[src/rtl/seg7_readback.sv]
// seg7_readback: loopback checker for the two-digit seven-segment display.
// Samples the tens/units segment buses and waits for a run of identical
// samples. It then decodes the pair back to a binary value 0..99 and
// reports patterns that no digit can produce.
// Optional build macro: SEG7_ACTIVE_LOW_EN (common-anode panel, 0 = lit).
module seg7_readback #(
  parameter int STABLE_CYCLES = 4,
  parameter int CNT_W         = 8
) (
  input  logic       clk,
  input  logic       rst,
  input  logic [6:0] first7S,
  input  logic [6:0] second7S,
  output logic [6:0] data_out,
  output logic       data_valid,
  output logic       locked,
  output logic       blank,
  output logic       seg_err
);

  localparam logic [2:0] ST_SETTLE = 3'd0;
  localparam logic [2:0] ST_DECODE = 3'd1;
  localparam logic [2:0] ST_LOCKED = 3'd2;
  localparam logic [2:0] ST_BLANK  = 3'd3;
  localparam logic [2:0] ST_BAD    = 3'd4;

  localparam logic [CNT_W-1:0] CNT_LAST = CNT_W'(STABLE_CYCLES - 1);
  localparam logic [CNT_W-1:0] CNT_ONE  = CNT_W'(1);

`ifdef SEG7_ACTIVE_LOW_EN
  // Raw pins are active-low, so the dark reset sample is all ones. Decoding
  // works on the inverted value.
  localparam logic [13:0] SAMPLE_RST = 14'h3FFF;
  localparam logic [13:0] INV_MASK   = 14'h3FFF;
`else
  localparam logic [13:0] SAMPLE_RST = 14'h0000;
  localparam logic [13:0] INV_MASK   = 14'h0000;
`endif

  // Map one digit pattern to {legal, digit}. Only exact table matches are legal.
  function automatic logic [4:0] seg_decode(input logic [6:0] seg);
    logic [4:0] res;
    case (seg)
      7'h3F:   res = 5'b1_0000;
      7'h06:   res = 5'b1_0001;
      7'h5B:   res = 5'b1_0010;
      7'h4F:   res = 5'b1_0011;
      7'h66:   res = 5'b1_0100;
      7'h6D:   res = 5'b1_0101;
      7'h7D:   res = 5'b1_0110;
      7'h07:   res = 5'b1_0111;
      7'h7F:   res = 5'b1_1000;
      7'h6F:   res = 5'b1_1001;
      default: res = 5'b0_0000;
    endcase
    return res;
  endfunction

  logic [13:0]      r_sample_q;
  logic [CNT_W-1:0] r_cnt;
  logic [2:0]       r_state;
  logic [6:0]       r_data_out;
  logic             r_data_valid;
  logic             r_locked;
  logic             r_blank;
  logic             r_seg_err;

  logic [13:0] w_sample_in;
  logic        w_changed;
  logic [13:0] w_pair;
  logic [6:0]  w_tens_seg;
  logic [6:0]  w_units_seg;
  logic [4:0]  w_tens_dec;
  logic [4:0]  w_units_dec;
  logic        w_tens_dark;
  logic        w_units_dark;
  logic        w_both_dark;
  logic        w_pair_good;
  logic [6:0]  w_tens7;
  logic [6:0]  w_value;

  assign w_sample_in = {first7S, second7S};
  assign w_changed   = (w_sample_in != r_sample_q);

  // Decode the held sample. It is the stable pair whenever the FSM is in DECODE.
  always_comb begin
    w_pair       = r_sample_q ^ INV_MASK;
    w_tens_seg   = w_pair[13:7];
    w_units_seg  = w_pair[6:0];
    w_tens_dec   = seg_decode(w_tens_seg);
    w_units_dec  = seg_decode(w_units_seg);
    w_tens_dark  = (w_tens_seg == 7'h00);
    w_units_dark = (w_units_seg == 7'h00);
    w_both_dark  = w_tens_dark & w_units_dark;
    // A dark tens digit is leading-zero blanking and decodes as 0.
    w_pair_good  = (w_tens_dark | w_tens_dec[4]) & w_units_dec[4];
    w_tens7      = {3'b000, w_tens_dec[3:0]};
    // tens*10 = tens*8 + tens*2; the largest result is 99, so it fits in 7 bits.
    w_value      = (w_tens7 << 3) + (w_tens7 << 1) + {3'b000, w_units_dec[3:0]};
  end

  // Sample register, stability counter, FSM and registered status outputs.
  always_ff @(posedge clk) begin
    if (rst) begin
      r_sample_q   <= SAMPLE_RST;
      r_cnt        <= '0;
      r_state      <= ST_SETTLE;
      r_data_out   <= 7'd0;
      r_data_valid <= 1'b0;
      r_locked     <= 1'b0;
      r_blank      <= 1'b0;
      r_seg_err    <= 1'b0;
    end else begin
      r_sample_q   <= w_sample_in;
      r_data_valid <= 1'b0;
      if (w_changed) begin
        // Any change restarts settling, including a change that lands in DECODE.
        r_cnt    <= '0;
        r_state  <= ST_SETTLE;
        r_locked <= 1'b0;
        r_blank  <= 1'b0;
      end else begin
        case (r_state)
          ST_SETTLE: begin
            if (r_cnt == CNT_LAST) begin
              r_state <= ST_DECODE;
            end else begin
              r_cnt <= r_cnt + CNT_ONE;
              if (r_cnt == (CNT_LAST - CNT_ONE)) begin
                r_state <= ST_DECODE;
              end
            end
          end
          ST_DECODE: begin
            if (w_both_dark) begin
              r_blank <= 1'b1;
              r_state <= ST_BLANK;
            end else if (w_pair_good) begin
              r_data_out   <= w_value;
              r_data_valid <= 1'b1;
              r_locked     <= 1'b1;
              r_state      <= ST_LOCKED;
            end else begin
              r_seg_err <= 1'b1;
              r_state   <= ST_BAD;
            end
          end
          ST_LOCKED: r_state <= ST_LOCKED;
          ST_BLANK:  r_state <= ST_BLANK;
          ST_BAD:    r_state <= ST_BAD;
          default:   r_state <= ST_SETTLE;
        endcase
      end
    end
  end

  assign data_out   = r_data_out;
  assign data_valid = r_data_valid;
  assign locked     = r_locked;
  assign blank      = r_blank;
  assign seg_err    = r_seg_err;

endmodule

[config.mk]
export PLATFORM = sky130hd
export DESIGN_NAME = seg7_readback
export DESIGN_NICKNAME = d
export VERILOG_FILES = /design/src/rtl/seg7_readback.sv
export SDC_FILE = /design/constraint.sdc
export NUM_CORES = 1
export LEC_CHECK = 0
export CAP_MARGIN = 20
export CELL_PAD_IN_SITES_DETAIL_PLACEMENT = 2
export CELL_PAD_IN_SITES_GLOBAL_PLACEMENT = 2
export CORE_MARGIN = 5
export CORE_UTILIZATION = 34
export DETAILED_ROUTE_END_ITERATION = 6
export PLACE_DENSITY_LB_ADDON = 0.05
export SYNTH_ARGS = -nofsm -noshare
export SYNTH_HDL_FRONTEND = slang
export SYNTH_SLANG_ARGS = --single-unit
[constraint.sdc]
create_clock -name clk -period 3.55 [get_ports clk]
set_clock_uncertainty 0.05 [all_clocks]
set_input_delay 0.355 -clock clk [delete_from_list [all_inputs] [get_ports clk]]
set_output_delay 0.355 -clock clk [all_outputs]
set_load 0.1 [all_outputs]
== Word-level counts from Yosys, hierarchy flattened ==
Index checks and enable logic that the tools add are counted.

* Flip-flop bits (word level): 36
* Input bits: 16
* Logic and storage cells: 65

* Add/sub/neg operators: 3
* Eq/ne operators: 28
* Multiplexer cells: 8
* Bitwise logic cells: 8
* Reduce and logical (&&, ||, !) cells: 10

{| class="wikitable"
|+ Operator list
! kind !! number
|-
| 5-bit one-hot mux with 10 select lines || 2
|-
| 7-bit equality test, second input constant || 14
|-
| 7-bit by 3-bit equality test with 1-bit output, second input constant || 4
|-
| 8-bit by 2-bit equality test with 1-bit output, second input constant || 2
|-
| 3-bit one-hot mux with 5 select lines || 1
|-
| 7-bit by 6-bit equality test with 1-bit output, second input constant || 2
|-
| 7-bit zero test || 2
|-
| 14-bit inequality test || 1
|-
| 3-bit 2-to-1 mux || 4
|-
| 8-bit by 1-bit adder with 8-bit output, second input constant || 1
|-
| 4-bit AND reduction || 2
|-
| 7-bit by 4-bit adder with 7-bit output || 1
|-
| 7-bit by 5-bit adder with 7-bit output || 1
|-
| 3-bit by 2-bit equality test with 1-bit output, second input constant || 2
|-
| 1-bit inverter || 5
|-
| 2-bit AND reduction || 2
|-
| 4-bit OR reduction || 1
|-
| 3-bit by 1-bit equality test with 1-bit output, second input constant || 1
|-
| 3-bit equality test, second input constant || 1
|-
| 3-bit zero test || 1
|-
| 3-bit inequality test, second input constant || 1
|-
| 3-bit AND reduction || 1
|-
| 1-bit bitwise AND || 2
|-
| 2-bit OR reduction || 1
|-
| other kinds (2) || 2
|}

== Depth between registers and ports, before layout ==
* Word-level depth: 7
* Gate-level depth with buffers: 13
* Depth with buffers taken out: 12

== Worst setup path after synthesis ==
OpenSTA, ideal clock, no wires.

* Kind: flip-flop to flip-flop
* Start point: reg r_sample_q[13]
* End point: reg r_data_out[6] (netlist: data_out[6])
* Setup time: 71 ps
* Arrival: 2988 ps
* Data required time: 3429 ps
* Slack: 442 ps
* Stages on the path, launching flop included: 12
* Path buffers: 1
* Period minus slack after synthesis: 3108 ps
* Cells stage by stage: dfxtp_1 > clkbuf_1 > or4b_1 > o22ai_1 > a32o_1 > fa_1 > fa_1 > a21o_1 > a21oi_1 > xnor2_1 > nand3_1 > a21oi_1

* Longest elaborated chain between the ends: 5
* Elaborated cells between the ends (all ways): 21

{| class="wikitable"
|+ RTL lines
! item !! RTL line !! RTL
|-
| from (decl) || 59 || <nowiki>logic [13:0] r_sample_q;</nowiki>
|-
| from (signal assigned) || 114 || <nowiki>r_sample_q <= w_sample_in;</nowiki>
|-
| branches (longest 5 deep; another with 7-bit by 5-bit adder with 7-bit output) || - ||
|-
| to (signal assigned) || 139 || <nowiki>r_data_out <= w_value;</nowiki>
|-
| to (decl) || 62 || <nowiki>logic [6:0] r_data_out;</nowiki>
|}

Several ways; the timed one is not identified.
A chain may end at the register's enable or synchronous reset.

== Worst setup path in the final report ==
* Start point: reg r_sample_q[10]
* End point: reg r_data_out[6] (netlist: data_out[6])

Same word-level chain as after synthesis.

==> summary by stage <==
Placement
The number of port buffers is 26. Routability-driven placement finished with a final weighted congestion of 0.807. The setup slack after placement is 0.260 ns. The cell area reported after detailed placement is 2400 um^2. Once detailed placement completed, the half-perimeter wirelength came to 4250 um.

Worst setup path
The kind of critical path is reg -> reg. For the worst setup path, the data required time is 3.71 ns. Measured in cells, the most critical reg-to-reg path has a length of 12.

For the worst setup path, the data arrival time is 3.46 ns. The register-to-register setup slack is 0.25 ns. The startpoint identified for the worst register-to-register timing path is r_sample_q[10]. The reg-to-reg endpoint is data_out[6]. Of all nets on the critical path, the largest fanout is 10. The worst setup path is launched from a flip-flop. The worst setup path is captured at a flip-flop.

Final layout
The sequential cells in the finished layout cover a total of 721 um^2. Measured on the finished design, the core utilization comes to 0.416. At the end of the flow, the number of nets in the layout was 283.

Relative to the synthesized area, the layout overhead comes to 18.5%. The count of inserted antenna diode cells is 0. The fraction of final layout cells sized beyond drive strength 1 is 0.0820. The filler cell count in the final layout is 692. After routing the design area is 2480 um^2.

The multi-input combinational cells in the finished layout cover a total of 1260 um^2.

Die
The number of standard-cell rows in the floorplan is 28. The total I/O pin count is 27. The core region is 5960 um^2. The initial utilization of the core area, before any placement, comes to 0.351. The die outline height is 88.4 um. The die covers 7820 um^2. The die width is 88.4 um.

Power and ir drop
The analysis attributes to cell leakage a power of 0.000840 uW. In this run the power density over the cells is 319 nW/um^2. The maximum resistive drop on vdd is 0.140 mV.

GRT
In the global route stage, met3 resource usage came out at 0.0307. For this run, global-route usage on met1 was measured as 0.199. The leftover overflow at the end of global routing is 0. The met2 usage is 0.269. The initial antenna violation count was 0. For this run, the total global-route usage over all layers was measured as 0.156. The via count of the first global-routing pass is 1943. Entering global routing, the biggest net connects 17 pins. The layer with the highest usage after global routing is met2.

The wire length of the first global-routing pass is 9540 um.

Clocking
The H-tree level count is 2. The number of gates resized after CTS was 0. Clock tree synthesis found a total of 36 sinks. Clock tree synthesis inserted a total of 5 buffers.

After clock tree synthesis, the flow added hold-fix buffers numbering 0. The number of buffers between clock root and the deepest sink is 2. The clock slew at the register clock pins of the worst setup and hold paths is 0.07 ns. The later pin in the worst-skew pair is clocked with a latency of 0.29 ns.

The clock tree from TritonCTS is built. The clock tree root driver cell is sky130_fd_sc_hd__clkbuf_8. The setup fix buffers added after clock tree synthesis is 0.

Route
The violation count after the first detailed-route iteration is 51. Dividing the detail-routed wire length by the instance count gives 16.8 um. The remaining number of nets flagged by the antenna check after routing is 0. After detailed routing, the number of remaining DRC violations is 0. The first detailed-routing pass ran for 4 iterations.

The total wire length is 5570 um. The number of vias in the routed layout is 1766. The average via count per standard cell is 5.34.

Hold path
The worst hold path was traced through 2 stages. The worst hold path terminates at data_out[0]. The type of the most critical hold path is reg -> reg. The worst hold path startpoint is data_out[0].

Logic synthesis
Counting every net in the synthesized netlist gives 262. The number of warnings printed during yosys synthesis is 0. By area the synthesized netlist is led by sky130_fd_sc_hd__dfxtp_1 (34%), sky130_fd_sc_hd__xnor2_1 (8.4%), sky130_fd_sc_hd__ha_1 (5.4%), sky130_fd_sc_hd__nor2b_1 (4.8%), sky130_fd_sc_hd__nor2_1 (3.2%). The post-synthesis instance area is 2090 um^2.

The synthesized design contains 36 register bits. Yosys mapped a number of flops with a built-in enable equal to 0. Counting flops with an async set or reset pin after synthesis yields a share of 0. The fraction of the yosys area taken by sequential cells is 0.344. After synthesis, the netlist uses 49 different library cells. The biggest area consumer among synthesized cells is sky130_fd_sc_hd__dfxtp_1. The share of synthesized area in the top cell type comes to 0.344. The dominant register cell in the synthesized netlist is sky130_fd_sc_hd__dfxtp_1. The per-instance average area after synthesis is 8.90 um^2. The post-synthesis cell count is 235.

Flow run
Max-cap violations in this run came to 0.

Timing
For the finished layout, the period the worst path requires is 3.30 ns. Of the available clock period, the critical path in the final layout requires 0.931. The transition at the pin with the smallest max-transition slack is 0.981 ns. Setup repair after global routing left no endpoint under its margin. The highest clock frequency the design can meet is 303 MHz. The number of hold violations in the final report is 0. Hold is met by 0.422 ns.

Measured against its own limit, the worst slew margin works out to 0.344. The final sum of negative setup slack is 0 ns. The post-layout worst setup margin is 0.247 ns. Setup violations remaining at the end of the flow were counted as 0. The final count of pins violating max slew was 0.

Outcome
The flow ran to the end, and the final reports show no timing, DRC or antenna violations.
==> area by class of cell <==
class                           count  area share
Inverter                            7      0.0106
Clock buffer                        6      0.0293
Sequential cell                    36       0.291
Multi-Input combinational cell    175       0.510
Tap cell                           75      0.0378
Clock inverter                      1     0.00202
Timing Repair Buffer               31       0.120
==> critical path, cell delays in order (launching register included) <==
cell	delay, ns
sky130_fd_sc_hd__dfxtp_1	0.40
sky130_fd_sc_hd__or4b_1	0.58
sky130_fd_sc_hd__o22ai_1	0.22
sky130_fd_sc_hd__a31oi_1	0.21
sky130_fd_sc_hd__inv_1	0.15
sky130_fd_sc_hd__ha_1	0.24
sky130_fd_sc_hd__ha_1	0.23
sky130_fd_sc_hd__fa_1	0.41
sky130_fd_sc_hd__a21o_1	0.19
sky130_fd_sc_hd__a21oi_1	0.16
sky130_fd_sc_hd__xnor2_1	0.14
sky130_fd_sc_hd__nand3_1	0.09
sky130_fd_sc_hd__a21oi_1	0.15
==> sequential cells by signal, summed over array words and instances (netlist names) <==
name	cells
data_valid	1
r_state	3
data_out	7
seg_err	1
r_cnt	8
blank	1
r_sample_q	14
locked	1
==> how the worst max path moves through the flow <==
stage,from,endpoint,slack (ns),depth (start not counted)
final,r_sample_q[10],data_out[6],0.25,12
after global routing,r_sample_q[10],data_out[6],0.01,12
after CTS,r_sample_q[10],data_out[6],0.24,10
after detailed placement,r_sample_q[10],data_out[6],0.26,10
after global placement,r_sample_q[10],data_out[6],0.34,10
after floorplan,r_sample_q[13],data_out[6],0.44,11
==> through the flow <==
step,cells,total power [uW]
3_3_place_gp,324,521
5_1_grt,331,832
4_1_cts,331,808
3_5_place_dp,324,523
2_1_floorplan,235,486
6_report,331,791
==> power by group <==
| group | internal [uW] | switching, uW |
|---|---|---|
| logic | 47.1 | 36.3 |
| registers | 412 | 17.1 |
| clock network | 134 | 144 |
==> logic make-up after synthesis <==
group / share of synthesized area
AO/OA/AOI/OAI: 0.169
XOR/XNOR: 0.100
AND/OR/NAND/NOR: 0.257
buffers and inverters: 0.0514
flip-flops: 0.344
adder cells (fa/ha/maj): 0.0730
multiplexers: 0.00478
==> cell usage after synthesis, types with 2 or more instances <==
master	n
sky130_fd_sc_hd__a31oi_1	2
sky130_fd_sc_hd__dfxtp_1	36
sky130_fd_sc_hd__inv_1	7
sky130_fd_sc_hd__a21oi_2	2
sky130_fd_sc_hd__xnor2_1	20
sky130_fd_sc_hd__buf_2	2
sky130_fd_sc_hd__a211oi_1	5
sky130_fd_sc_hd__ha_1	9
sky130_fd_sc_hd__o22ai_1	3
sky130_fd_sc_hd__nand4b_1	2
sky130_fd_sc_hd__nor2b_1	16
sky130_fd_sc_hd__fa_1	2
sky130_fd_sc_hd__nand2b_1	6
sky130_fd_sc_hd__nand3_1	10
sky130_fd_sc_hd__xor2_1	4
sky130_fd_sc_hd__nand4_1	9
sky130_fd_sc_hd__or4_4	2
sky130_fd_sc_hd__buf_6	2
sky130_fd_sc_hd__or3_1	3
sky130_fd_sc_hd__nand2_1	8
sky130_fd_sc_hd__o21ai_0	10
sky130_fd_sc_hd__a21oi_1	11
sky130_fd_sc_hd__o21ai_1	2
sky130_fd_sc_hd__nor4_1	4
sky130_fd_sc_hd__nor2_1	18
sky130_fd_sc_hd__a21o_1	2
sky130_fd_sc_hd__clkbuf_1	13
sky130_fd_sc_hd__and3_1	2
sky130_fd_sc_hd__nand3b_1	3
==> metal layers <==
| layer | part of all wire | wire length (um) |
|---|---|---|
| met1 | 0.48 | 2690 |
| met5 | 0 | 0 |
| met3 | 0.026 | 143 |
| met2 | 0.48 | 2660 |
| met4 | 0.012 | 68 |
==> layout by cell type (no fill, tap or decap), types with 9 or more instances in the layout <==
master and count:
sky130_fd_sc_hd__a21oi_1 11, sky130_fd_sc_hd__clkdlybuf4s50_1 26, sky130_fd_sc_hd__dfxtp_1 36, sky130_fd_sc_hd__ha_1 9, sky130_fd_sc_hd__nand3_1 10, sky130_fd_sc_hd__nand4_1 9
sky130_fd_sc_hd__nor2_1 18, sky130_fd_sc_hd__nor2b_1 16, sky130_fd_sc_hd__o21ai_0 10, sky130_fd_sc_hd__xnor2_1 20
Note: power is estimated with default switching activity, not from simulation.
